`src/rtl/conv_axil_pkg.sv`:
```
// rtl/conv_axil_pkg.sv - shared constants and FSM encodings for the AXI4-Lite responder
package conv_axil_pkg;

  localparam logic [1:0] RESP_OKAY   = 2'b00;
  localparam logic [1:0] RESP_SLVERR = 2'b10;

  localparam int         NUM_REGS    = 16;
  localparam int         NUM_RW_REGS = 14;
  localparam logic [3:0] REG_CNT_IDX = 4'd14;
  localparam logic [3:0] REG_ID_IDX  = 4'd15;

  typedef enum logic {
    W_IDLE = 1'b0,
    W_RESP = 1'b1
  } wr_state_e;

  typedef enum logic {
    R_IDLE = 1'b0,
    R_DATA = 1'b1
  } rd_state_e;

endpackage

```
`src/rtl/conv_axil_regfile.sv`:
```
// rtl/conv_axil_regfile.sv - 16x32 register file: 14 strobed RW regs, write counter, ID word
import conv_axil_pkg::*;

module conv_axil_regfile #(
  parameter logic [31:0] ID_VALUE = 32'hC0DE_0001
) (
  input  logic                        clk,
  input  logic                        resetn,
  input  logic                        wr_en,
  input  logic [$clog2(NUM_REGS)-1:0] wr_idx,
  input  logic [31:0]                 wr_data,
  input  logic [3:0]                  wr_strb,
  input  logic [$clog2(NUM_REGS)-1:0] rd_idx,
  output logic [31:0]                 rd_data
);

  logic [31:0] rw_regs [NUM_RW_REGS];
  logic [31:0] wr_count;

  // Byte-lane write into the RW bank; every accepted RW write bumps the counter, even with no strobes
  always_ff @(posedge clk) begin
    if (!resetn) begin
      for (int i = 0; i < NUM_RW_REGS; i++) begin
        rw_regs[i] <= '0;
      end
      wr_count <= '0;
    end else if (wr_en && (wr_idx < REG_CNT_IDX)) begin
      for (int b = 0; b < 4; b++) begin
        if (wr_strb[b]) begin
          rw_regs[wr_idx][8*b +: 8] <= wr_data[8*b +: 8];
        end
      end
      wr_count <= wr_count + 32'd1;
    end
  end

  // Combinational read port; the top samples it on the AR handshake edge
  always_comb begin
    rd_data = '0;
    if (rd_idx == REG_ID_IDX) begin
      rd_data = ID_VALUE;
    end else if (rd_idx == REG_CNT_IDX) begin
      rd_data = wr_count;
    end else begin
      rd_data = rw_regs[rd_idx];
    end
  end

endmodule

```
`src/rtl/conv_axil_responder.sv`:
```
// rtl/conv_axil_responder.sv - AXI4-Lite responder with independent write and read FSMs
import conv_axil_pkg::*;

module conv_axil_responder #(
  parameter int          C_S_AXI_DATA_WIDTH = 32,
  parameter int          C_S_AXI_ADDR_WIDTH = 6,
  parameter logic [31:0] ID_VALUE           = 32'hC0DE_0001
) (
  input  logic                            S_AXI_ACLK,
  input  logic                            S_AXI_ARESETN,
  input  logic [C_S_AXI_ADDR_WIDTH-1:0]   S_AXI_AWADDR,
  input  logic [2:0]                      S_AXI_AWPROT,
  input  logic                            S_AXI_AWVALID,
  output logic                            S_AXI_AWREADY,
  input  logic [C_S_AXI_DATA_WIDTH-1:0]   S_AXI_WDATA,
  input  logic [C_S_AXI_DATA_WIDTH/8-1:0] S_AXI_WSTRB,
  input  logic                            S_AXI_WVALID,
  output logic                            S_AXI_WREADY,
  output logic [1:0]                      S_AXI_BRESP,
  output logic                            S_AXI_BVALID,
  input  logic                            S_AXI_BREADY,
  input  logic [C_S_AXI_ADDR_WIDTH-1:0]   S_AXI_ARADDR,
  input  logic [2:0]                      S_AXI_ARPROT,
  input  logic                            S_AXI_ARVALID,
  output logic                            S_AXI_ARREADY,
  output logic [C_S_AXI_DATA_WIDTH-1:0]   S_AXI_RDATA,
  output logic [1:0]                      S_AXI_RRESP,
  output logic                            S_AXI_RVALID,
  input  logic                            S_AXI_RREADY
);

  wr_state_e   w_state, w_state_next;
  rd_state_e   r_state, r_state_next;
  logic        out_of_reset;
  logic        aw_latched, w_latched;
  logic [3:0]  aw_idx_q;
  logic [31:0] wdata_q;
  logic [3:0]  wstrb_q;
  logic [1:0]  bresp_q;
  logic [31:0] rdata_q;

  logic        aw_hs, w_hs, ar_hs;
  logic        wr_commit, wr_err;
  logic [3:0]  wr_idx, rd_idx;
  logic [31:0] wr_data, rd_data;
  logic [3:0]  wr_strb;
  logic        unused_inputs;

  // READY is held off until the first edge after reset release so nothing is accepted during reset
  assign S_AXI_AWREADY = out_of_reset && (w_state == W_IDLE) && !aw_latched;
  assign S_AXI_WREADY  = out_of_reset && (w_state == W_IDLE) && !w_latched;
  assign S_AXI_ARREADY = out_of_reset && (r_state == R_IDLE);
  assign S_AXI_BVALID  = (w_state == W_RESP);
  assign S_AXI_BRESP   = bresp_q;
  assign S_AXI_RVALID  = (r_state == R_DATA);
  assign S_AXI_RDATA   = rdata_q;
  assign S_AXI_RRESP   = RESP_OKAY;

  assign aw_hs  = S_AXI_AWVALID && S_AXI_AWREADY;
  assign w_hs   = S_AXI_WVALID && S_AXI_WREADY;
  assign ar_hs  = S_AXI_ARVALID && S_AXI_ARREADY;
  assign rd_idx = S_AXI_ARADDR[5:2];
  assign wr_err = (wr_idx >= REG_CNT_IDX);

  assign unused_inputs = ^{S_AXI_AWPROT, S_AXI_ARPROT, S_AXI_AWADDR[1:0], S_AXI_ARADDR[1:0]};

  // State registers for both channels plus the post-reset READY enable
  always_ff @(posedge S_AXI_ACLK) begin
    if (!S_AXI_ARESETN) begin
      w_state      <= W_IDLE;
      r_state      <= R_IDLE;
      out_of_reset <= 1'b0;
    end else begin
      w_state      <= w_state_next;
      r_state      <= r_state_next;
      out_of_reset <= 1'b1;
    end
  end

  // Write next-state: commit on the edge where the later of AW/W completes, using live or latched values
  always_comb begin
    w_state_next = w_state;
    wr_commit    = 1'b0;
    wr_idx       = aw_hs ? S_AXI_AWADDR[5:2] : aw_idx_q;
    wr_data      = w_hs ? S_AXI_WDATA : wdata_q;
    wr_strb      = w_hs ? S_AXI_WSTRB : wstrb_q;
    case (w_state)
      W_IDLE: begin
        if ((aw_latched || aw_hs) && (w_latched || w_hs)) begin
          wr_commit    = 1'b1;
          w_state_next = W_RESP;
        end
      end
      W_RESP: begin
        if (S_AXI_BREADY) begin
          w_state_next = W_IDLE;
        end
      end
      default: w_state_next = W_IDLE;
    endcase
  end

  // Independent AW/W latches, response code capture, and latch release on the B handshake
  always_ff @(posedge S_AXI_ACLK) begin
    if (!S_AXI_ARESETN) begin
      aw_latched <= 1'b0;
      w_latched  <= 1'b0;
      aw_idx_q   <= '0;
      wdata_q    <= '0;
      wstrb_q    <= '0;
      bresp_q    <= RESP_OKAY;
    end else begin
      if (aw_hs) begin
        aw_latched <= 1'b1;
        aw_idx_q   <= S_AXI_AWADDR[5:2];
      end
      if (w_hs) begin
        w_latched <= 1'b1;
        wdata_q   <= S_AXI_WDATA;
        wstrb_q   <= S_AXI_WSTRB;
      end
      if (wr_commit) begin
        bresp_q <= wr_err ? RESP_SLVERR : RESP_OKAY;
      end
      if ((w_state == W_RESP) && S_AXI_BREADY) begin
        aw_latched <= 1'b0;
        w_latched  <= 1'b0;
      end
    end
  end

  // Read next-state: one outstanding read, released by RREADY
  always_comb begin
    r_state_next = r_state;
    case (r_state)
      R_IDLE:  if (ar_hs) r_state_next = R_DATA;
      R_DATA:  if (S_AXI_RREADY) r_state_next = R_IDLE;
      default: r_state_next = R_IDLE;
    endcase
  end

  // Capture read data at the AR handshake so it stays stable while RVALID waits
  always_ff @(posedge S_AXI_ACLK) begin
    if (!S_AXI_ARESETN) begin
      rdata_q <= '0;
    end else if (ar_hs) begin
      rdata_q <= rd_data;
    end
  end

  conv_axil_regfile #(
    .ID_VALUE(ID_VALUE)
  ) u_regfile (
    .clk    (S_AXI_ACLK),
    .resetn (S_AXI_ARESETN),
    .wr_en  (wr_commit),
    .wr_idx (wr_idx),
    .wr_data(wr_data),
    .wr_strb(wr_strb),
    .rd_idx (rd_idx),
    .rd_data(rd_data)
  );

endmodule

```
`config.mk`:
```
export PLATFORM = sky130hd
export DESIGN_NAME = conv_axil_responder
export DESIGN_NICKNAME = d
export VERILOG_FILES = /design/src/rtl/conv_axil_pkg.sv /design/src/rtl/conv_axil_regfile.sv /design/src/rtl/conv_axil_responder.sv
export SDC_FILE = /design/constraint.sdc
export NUM_CORES = 1
export LEC_CHECK = 0
export CAP_MARGIN = 5
export CORE_MARGIN = 2
export CORE_UTILIZATION = 48
export CTS_CLUSTER_DIAMETER = 30
export DETAILED_ROUTE_END_ITERATION = 10
export DONT_BUFFER_PORTS = 1
export PLACE_DENSITY = 0.6
export SYNTH_ARGS = -nofsm -noshare
export SYNTH_HDL_FRONTEND = slang
export SYNTH_HIERARCHICAL = 1
export SYNTH_SLANG_ARGS = --single-unit
```
`constraint.sdc`:
```
create_clock -name S_AXI_ACLK -period 3.6 [get_ports S_AXI_ACLK]
set_input_delay 0.54 -clock S_AXI_ACLK [delete_from_list [all_inputs] [get_ports S_AXI_ACLK]]
set_output_delay 0.54 -clock S_AXI_ACLK [all_outputs]
set_load 0.02 [all_outputs]
```
==> metrics <==
outcome complete, no violations; Final period util 89.2%; DR pass1 iterations 6; GPL Wtd Cong 0.801; synthesized instance count 1,982; slowest stage cell on the critical path and4bb_2; crit path from S_AXI_BVALID; starting density of the core 48.8%; worst hold stages 1; drt drc 0; Cell Rows 85; fillers 4,223; DIE HEIGHT 239 um; Worst setup EP type flop; fin crit period 3.21 ns; DP Wirelength 41,000 um; wire length per cell 23.6 um; Peak Freq 0.311 GHz; FF-to-FF path depth 7; Worst R2R Setup Slack 0.39 ns; flops & latches, synth 581; Worst path max stage delay 0.49 ns; area leader, netlist edfxtp_1; r2r endpoint u_regfile/rw_regs[11][6]; # port buffers 0; worst path buffer plus inverter count 1; H-tree depth 3; vias 16,267; Crit Path Class reg2reg; vias in the first global route 16,557; post-CTS sizing 0; Final setup violation count 0; Crit path arrival time 3.72 ns; DIE WIDTH 239 um; Antenna Violating Nets Remaining 0; Final Hold Slack 0.0603 ns; core area 0.0541 mm2; count of different cell masters after synthesis 52; Avg Inst Size Synth 13.3 um2; total die area 0.0569 mm2; largest net degree at the start of global routing 155; Clock Skews 0.0229 ns; GRT Total Usage 24.4%; Syn. warnings 6; sequential element share of the synthesized area 61.9%; Hold Path Class in2reg; final WL 67,900 um; Pwr Density 639 mW/mm2; CP Max Fanout 8; initial antenna violation count 3; top post-synthesis cells by area edfxtp_1 54%, and2_1 12%, dfxtp_1 8.3%, mux4_2 6.9%, mux2i_1 2.7%; R2R Path Start S_AXI_BVALID; Avg Vias per Cell 5.66; hold_buf cts 3; Async S/R FF share, synth 0%; nets 2,132; layout cells sized above 1 18.9%; first-pass GRT wire length 102,000 um; GRT overflow 0; setup repair after global routing missed its margin no; Min-Delay Startpoint S_AXI_ARESETN; Top FF cell, synth edfxtp_1; clock buffer depth 3; max_cap viols 0; final hold viol count 0; Worst-Margin Slew 1.04 ns; cell area after synthesis 0.0264 mm2; 1st-iter DRT viols 1,275; Clock Tree Root clkbuf_16; top cell type's share of synthesized area 53.6%; Crit path max-delay family simple AND/OR/NAND/NOR gates; total clock sinks 581; worst-case vdd ir drop 0.330 mV; leakage power 11.7 nW; setup TNS 0 ns; Hold EP wdata_q[5]; clk slew on worst S/H paths 0.05 ns; required time of the critical path 4.11 ns; area delta synth->final 19.9%; fin. max-slew vios 0; worst path cell trace and4bb_2, mux2_2, nor2b_1, nand3_1, buf_4, nor2_1, and2_1; number of synthesized flops with an enable pin 471; CTS tree built; I/O pin cnt 102; Worst Setup Start Kind flop; Slew headroom 30.5%; clock buffer count from CTS 119; later-pin clock latency in the skew report 0.65 ns; # Post-CTS Setup Buffers 0
stage by stage:
stage	cell area [um2]	setup slack, ns	cells	util [%]	power (W)
after floorplan	26500	0.497	2006	-	0.00844
after global placement	27300	0.499	2642	50.5	0.00870
after detailed placement	27300	0.463	2642	50.5	0.00873
after CTS	31700	0.458	2871	58.5	0.0204
after global routing	31700	0.231	2872	58.5	0.0208
final	31700	0.388	2872	58.5	0.0202
logic make-up (layout without fill, tap and decap cells):
family / count (synthesis) / count (layout) / share of synthesized area (%)
fa+ha+maj: 1 / 1 / 0.0474
buf+inv: 145 / 314 / 2.53
compound gates: 266 / 266 / 6.25
flops: 581 / 581 / 61.9
mux: 201 / 201 / 12.1
xor+xnor: 9 / 9 / 0.299
simple gates: 777 / 777 / 16.8
other cells: 2 / 27 / 0.0284
how the worst max path moves through the flow:
stage                                           to  slack (ns)  cells past startpoint
after global placement      u_regfile/wr_count[21]        0.50                      6
after floorplan           u_regfile/rw_regs[11][0]        0.50                      8
after global routing      u_regfile/rw_regs[0][14]        0.23                      6
final                     u_regfile/rw_regs[11][6]        0.39                      7
after CTS                   u_regfile/wr_count[21]        0.46                      6
after detailed placement    u_regfile/wr_count[21]        0.46                      6
state kept, by name (all words and copies together) (netlist names):
| register | cells |
|---|---|
| aw_latched | 1 |
| u_regfile/wr_count | 32 |
| S_AXI_BVALID | 1 |
| u_regfile/rw_regs | 471 |
| out_of_reset | 1 |
| wdata_q | 32 |
| w_latched | 1 |
| wstrb_q | 4 |
| aw_idx_q | 4 |
| S_AXI_RVALID | 1 |
| S_AXI_BRESP | 1 |
| S_AXI_RDATA | 32 |
where the power goes:
part | switching, W | internal [W]
Clock | 0.00349 | 0.00811
Sequential | 0.000107 | 0.00750
Combinational | 0.000622 | 0.000389
Total | 0.00422 | 0.0160
cells in the final DEF, fill, tap and decap left out, drive strengths merged, types with 23 or more instances in the layout:
master | Yosys | routed
mux2i | 71 | 71
a211oi | 46 | 46
conb | 2 | 26
clkinv | 1 | 31
bufinv | 0 | 23
o211ai | 24 | 24
edfxtp | 471 | 471
clkbuf | 99 | 160
o21ai | 63 | 63
a22oi | 23 | 23
buf | 37 | 76
mux2 | 49 | 49
and2 | 488 | 488
dfxtp | 110 | 110
nor2 | 71 | 71
a21oi | 81 | 81
nand2 | 111 | 111
nor2b | 31 | 31
mux4 | 81 | 81
synthesized netlist by cell type (all sizes together) (3+ instances only):
| master | instances |
|---|---|
| a22oi | 23 |
| dfxtp | 110 |
| inv | 8 |
| o22a | 8 |
| or3 | 8 |
| nand4 | 12 |
| edfxtp | 471 |
| and2 | 488 |
| xnor2 | 7 |
| clkbuf | 99 |
| nand3 | 19 |
| mux4 | 81 |
| or4 | 19 |
| nand2 | 111 |
| a21oi | 81 |
| o31ai | 14 |
| mux2 | 49 |
| nor2b | 31 |
| nor2 | 71 |
| mux2i | 71 |
| o21a | 3 |
| o211ai | 24 |
| nor3 | 3 |
| o21ai | 63 |
| buf | 37 |
| a211oi | 46 |
metal layers:
layer  vias to the layer above  track usage (%)  routed length, um
met5                         -                0                  0
met4                         0             9.24               1820
met3                       121             4.87               4650
met2                       526             40.2              33100
met1                      8173             32.1              28300
li1                       7447                -                  -
layout make-up:
type / count / area (um2) / area share (%)
clock buffer: 160 / 3350 / 10.6
inverter: 9 / 33.8 / 0.107
sequential: 581 / 16300 / 51.6
clock inverter: 66 / 967 / 3.05
tap: 696 / 871 / 2.75
antenna: 1 / 2.50 / 0.00790
timing repair buffer: 79 / 601 / 1.90
multi-input combinational: 1280 / 9490 / 30.0
(Power assumes the default switching activity.)
